File: src/rtl/instruction_fetch.sv
// Fetch stage: PC, sync imem read, captured word held for decode.
// Ports: clk/reset, mem_* imem side, stall/ack/pc_load, instr_* out.
module instruction_fetch #(
  parameter int WIDTH = 16,
  parameter int ADDR_BITS = 16,
  parameter logic [ADDR_BITS-1:0] RESET_PC = '0
) (
  input  logic                 clk,
  input  logic                 reset,
  output logic [ADDR_BITS-1:0] mem_addr,
  output logic                 mem_rd_en,
  input  logic [WIDTH-1:0]     mem_rd_data,
  input  logic                 stall,
  input  logic                 instr_ack,
  input  logic                 pc_load,
  input  logic [ADDR_BITS-1:0] pc_load_addr,
  output logic [WIDTH-1:0]     instr_out,
  output logic                 instr_valid,
  output logic [ADDR_BITS-1:0] instr_pc,
  output logic [ADDR_BITS-1:0] pc_plus1
);

  localparam logic [ADDR_BITS-1:0] ONE = ADDR_BITS'(1);

  typedef enum logic [1:0] {
    S_IDLE,
    S_REQ,
    S_WAIT,
    S_VALID
  } state_t;

  state_t state;
  state_t state_nx;

  logic [ADDR_BITS-1:0] fetch_pc;
  logic capture;
  logic release_i;

  always_ff @(posedge clk) begin
    if (!reset) begin
      state <= S_IDLE;
    end else begin
      state <= state_nx;
    end
  end

  // A redirect restarts the fetch from any state.
  always_comb begin
    state_nx = state;
    if (pc_load) begin
      state_nx = S_REQ;
    end else begin
      case (state)
        S_IDLE:  state_nx = S_REQ;
        S_REQ:   state_nx = S_WAIT;
        S_WAIT:  state_nx = S_VALID;
        S_VALID: begin
          if (instr_ack && !stall) begin
            state_nx = S_REQ;
          end
        end
        default: state_nx = S_IDLE;
      endcase
    end
  end

  always_comb begin
    mem_rd_en = (state == S_REQ);
    mem_addr  = fetch_pc;
    pc_plus1  = instr_pc + ONE;
    capture   = (state == S_WAIT) && !pc_load;
    release_i = (state == S_VALID) && instr_ack
             && !stall && !pc_load;
  end

  // pc_load squashes an in-flight read by
  // skipping the capture on the WAIT edge.
  always_ff @(posedge clk) begin
    if (!reset) begin
      fetch_pc    <= RESET_PC;
      instr_out   <= '0;
      instr_valid <= 1'b0;
      instr_pc    <= RESET_PC;
    end else if (pc_load) begin
      fetch_pc    <= pc_load_addr;
      instr_valid <= 1'b0;
    end else if (capture) begin
      instr_out   <= mem_rd_data;
      instr_pc    <= fetch_pc;
      fetch_pc    <= fetch_pc + ONE;
      instr_valid <= 1'b1;
    end else if (release_i) begin
      instr_valid <= 1'b0;
    end
  end

endmodule

File: config.mk
export PLATFORM = sky130hd
export DESIGN_NAME = instruction_fetch
export DESIGN_NICKNAME = d
export VERILOG_FILES = /design/src/rtl/instruction_fetch.sv
export SDC_FILE = /design/constraint.sdc
export NUM_CORES = 1
export LEC_CHECK = 0
export ABC_AREA = 1
export ABC_CLOCK_PERIOD_IN_PS = 1800
export BUFFER_PORTS_ARGS = -buffer_cell sky130_fd_sc_hd__buf_2
export CAP_MARGIN = 10
export CORE_AREA = 2 2 69 88
export DETAILED_ROUTE_END_ITERATION = 8
export DIE_AREA = 0 0 71 90
export PLACE_DENSITY = 0.78
export SYNTH_ARGS = -nofsm -noshare
export SYNTH_HDL_FRONTEND = slang
export SYNTH_SLANG_ARGS = --single-unit
File: constraint.sdc
create_clock -name clk -period 1.8 [get_ports clk]
set_clock_uncertainty 0.05 [all_clocks]
set_input_delay 0.09 -clock clk [delete_from_list [all_inputs] [get_ports clk]]
set_output_delay 0.09 -clock clk [all_outputs]
set_load 0.1 [all_outputs]
==> summary.txt <==
status - complete, but fails checks
failing checks - setup timing
vias in the first global route - 2833
post-synthesis sequential area ratio - 38.6%
min-delay src - mem_rd_data[5]
Post-Syn Area - 2650 um2
Required @ worst endpoint - 1.66 ns
leading area contributor after synthesis - dfxtp_1
relative slew slack - 66.1%
die height - 90 um
Area growth syn-to-layout - 56.9%
Remaining DRCs - 0
Vias/cell - 5.19
Worst Hold Class - in2reg
Die X - 71 um
actual transition at the worst max-transition pin - 0.512 ns
CP peak stage delay - 0.39 ns
Post-Syn Instances - 393
clk sink count - 51
Initial DRC Count - 168
Inserted Clock Buffers - 5
maximum buffer depth of the clock tree - 2
pin count of the biggest net entering global routing - 49
drt first pass iters - 4
critical path, cell by cell - clkinvlp_4, nor2_4, nand2_4, nor2_4, buf_12, xor2_4, buf_12
row count - 31
H-tree depth - 2
clk root buf - clkbuf_8
Clock Pin Slew Worst Setup and Hold Paths - 0.10 ns
Crit Reg-Reg Startpoint - state[0]
dpl ws - 0.116 ns
setup ws final - -0.0335 ns
Tcrit/Tclk final - 102%
Fmax - 545 MHz
crit path DAT - 1.69 ns
crit path time final - 1.83 ns
power per standard cell area - 670 nW/um2
Starting Density - 47.1%
Synthesis Warnings - 0
CP endpoint kind - primary output
Synth top area share - 38.6%
CP max FO - 3
Critical-path top delay cell - dfxtp_4
IO Port Bufs - 102
post-layout net count - 561
Yosys cell types - 26
Seq cells post-synth - 51
top cells by area, synth - dfxtp_1 39%, nand2_1 11%, nor2_1 11%, inv_1 6.4%, nand3_1 5.1%
Max-Cap Viols - 0
Critical Path Source - instr_pc[0]
Post-Syn Area per Cell - 6.74 um2
post-DP HPWL - 5.44 mm
Slew Viols, Final - 0
Leakage - 0.00198 uW
first-pass GRT wire length - 12.6 mm
gpl congestion - 0.886
RSZ-0062 raised after global routing - true
worst vdd ir - 480 uV
diodes inserted - 0
Worst Setup Start Kind - flip-flop
CTS tree - done
syn_nets - 436
gr ovfl total - 0
ys async rst share - 0%
Worst-Skew Late Latency - 0.31 ns
final hold viol count - 0
CORE AREA - 5620 um2
Total GRT Usage - 24.2%
Commonest cells post-synth - 79 x nand2_1, 79 x nor2_1, 51 x dfxtp_1
die footprint - 6390 um2
# placed instances - 553
DRT Wirelength - 7.81 mm
post-route ant nets - 0
endpoints failing setup - 3
initial antenna violation count - 0
WL/cell - 13.3 um
routed vias - 3038
kind of critical path - reg2out
ys flop type - dfxtp_1
share of layout cells above drive strength 1 - 38.0%
count of non-filler cells in the finished layout - 585
number of synthesized flops with an enable pin - 0
IO Count - 103
[critical path, delay by kind of cell, from the launching register on]
kind / cells / cell delay (ns)
DFF: 1 / 0.39
buffers and inverters: 3 / 0.42
and+or+nand+nor: 3 / 0.42
xor gates and xnor gates: 1 / 0.16
[per-layer routing]
metal  vias to the layer above  routed length [um]  part of all wire (%)  GRT usage, %
li1                       1509                   -                     -             -
met1                      1406                3120                    40          28.7
met2                       105                4110                    53          43.7
met3                        18                 367                   4.7          3.03
met4                         0                 206                   2.6          8.96
met5                         -                   0                     0             0
[timing repair]
item / in CTS / in global routing
endpoints found under the hold margin: 11 / 1
hold buffers: 11 / 1
gates resized for setup: 14 / 12
setup endpoints to repair: 9 / 10
pin swaps: 10 / 5
buffers inserted: 9 / 3
[registers in the layout, summed over array words and instances (netlist names)]
name / cells
instr_out: 16
instr_pc: 16
mem_addr: 16
state: 2
instr_valid: 1
[cell families (layout without fill, tap and decap cells)]
group	Yosys count	in the layout	share of synthesized area [%]
XOR/XNOR	12	12	3.97
AND/OR/NAND/NOR	199	199	30.5
AO/OA/AOI/OAI	63	63	14.4
buffers and inverters	62	188	9.69
flip-flops	51	51	38.6
adder cells (fa/ha/maj)	6	6	2.84
[cell type report]
| cell class | instances | area (um2) |
|---|---|---|
| fill | 429 | 1470 |
| sequential | 51 | 1070 |
| inverter | 46 | 180 |
| clock inverter | 3 | 42.5 |
| clock buffer | 5 | 68.8 |
| tap | 66 | 82.6 |
| multi-input combinational | 280 | 1720 |
| timing repair buffer | 134 | 988 |
[worst paths after layout]
path | to | slack (ns) | cells after the start
min reg2reg | instr_valid | 0.43 | 2
min | instr_out[5] | 0.003 | 3
max reg2reg | mem_addr[9] | 0.18 | 9
max | pc_plus1[9] | -0.03 | 7
[power by group]
part	leakage, uW	internal [uW]	switching (uW)
sequential	0.000429	1170	54.6
combinational	0.00150	188	568
clock	0.0000562	415	386
[stage by stage]
stage | power, uW | instance area, um2 | utilization, % | hold WS, ns | setup TNS (ns)
floorplan | 1820 | 2960 | - | 0.191 | -5.88
global placement | 1970 | 3720 | 66.2 | 0.290 | 0
detailed placement | 1980 | 3720 | 66.2 | 0.298 | 0
CTS | 2790 | 4080 | 72.5 | 0.00487 | -0.0158
global route | 2900 | 4150 | 73.8 | 0.00890 | -0.528
finish | 2780 | 4150 | 73.8 | 0.00308 | -0.0548
[cells in the final DEF, fill, tap and decap left out, drive strengths merged, types with 2 or more instances in the layout]
cell	instances
xor2	10
a211oi	9
a21oi	7
clkinvlp	2
nor3	6
dfxtp	51
clkbuf	6
nand4	3
ha	6
o21bai	3
a22oi	10
nor2	82
o211ai	3
nand2	81
o21ai	29
xnor2	2
buf	121
nand3	27
dlygate4sd3	12
inv	45
Power figures use the tool's default switching activity.
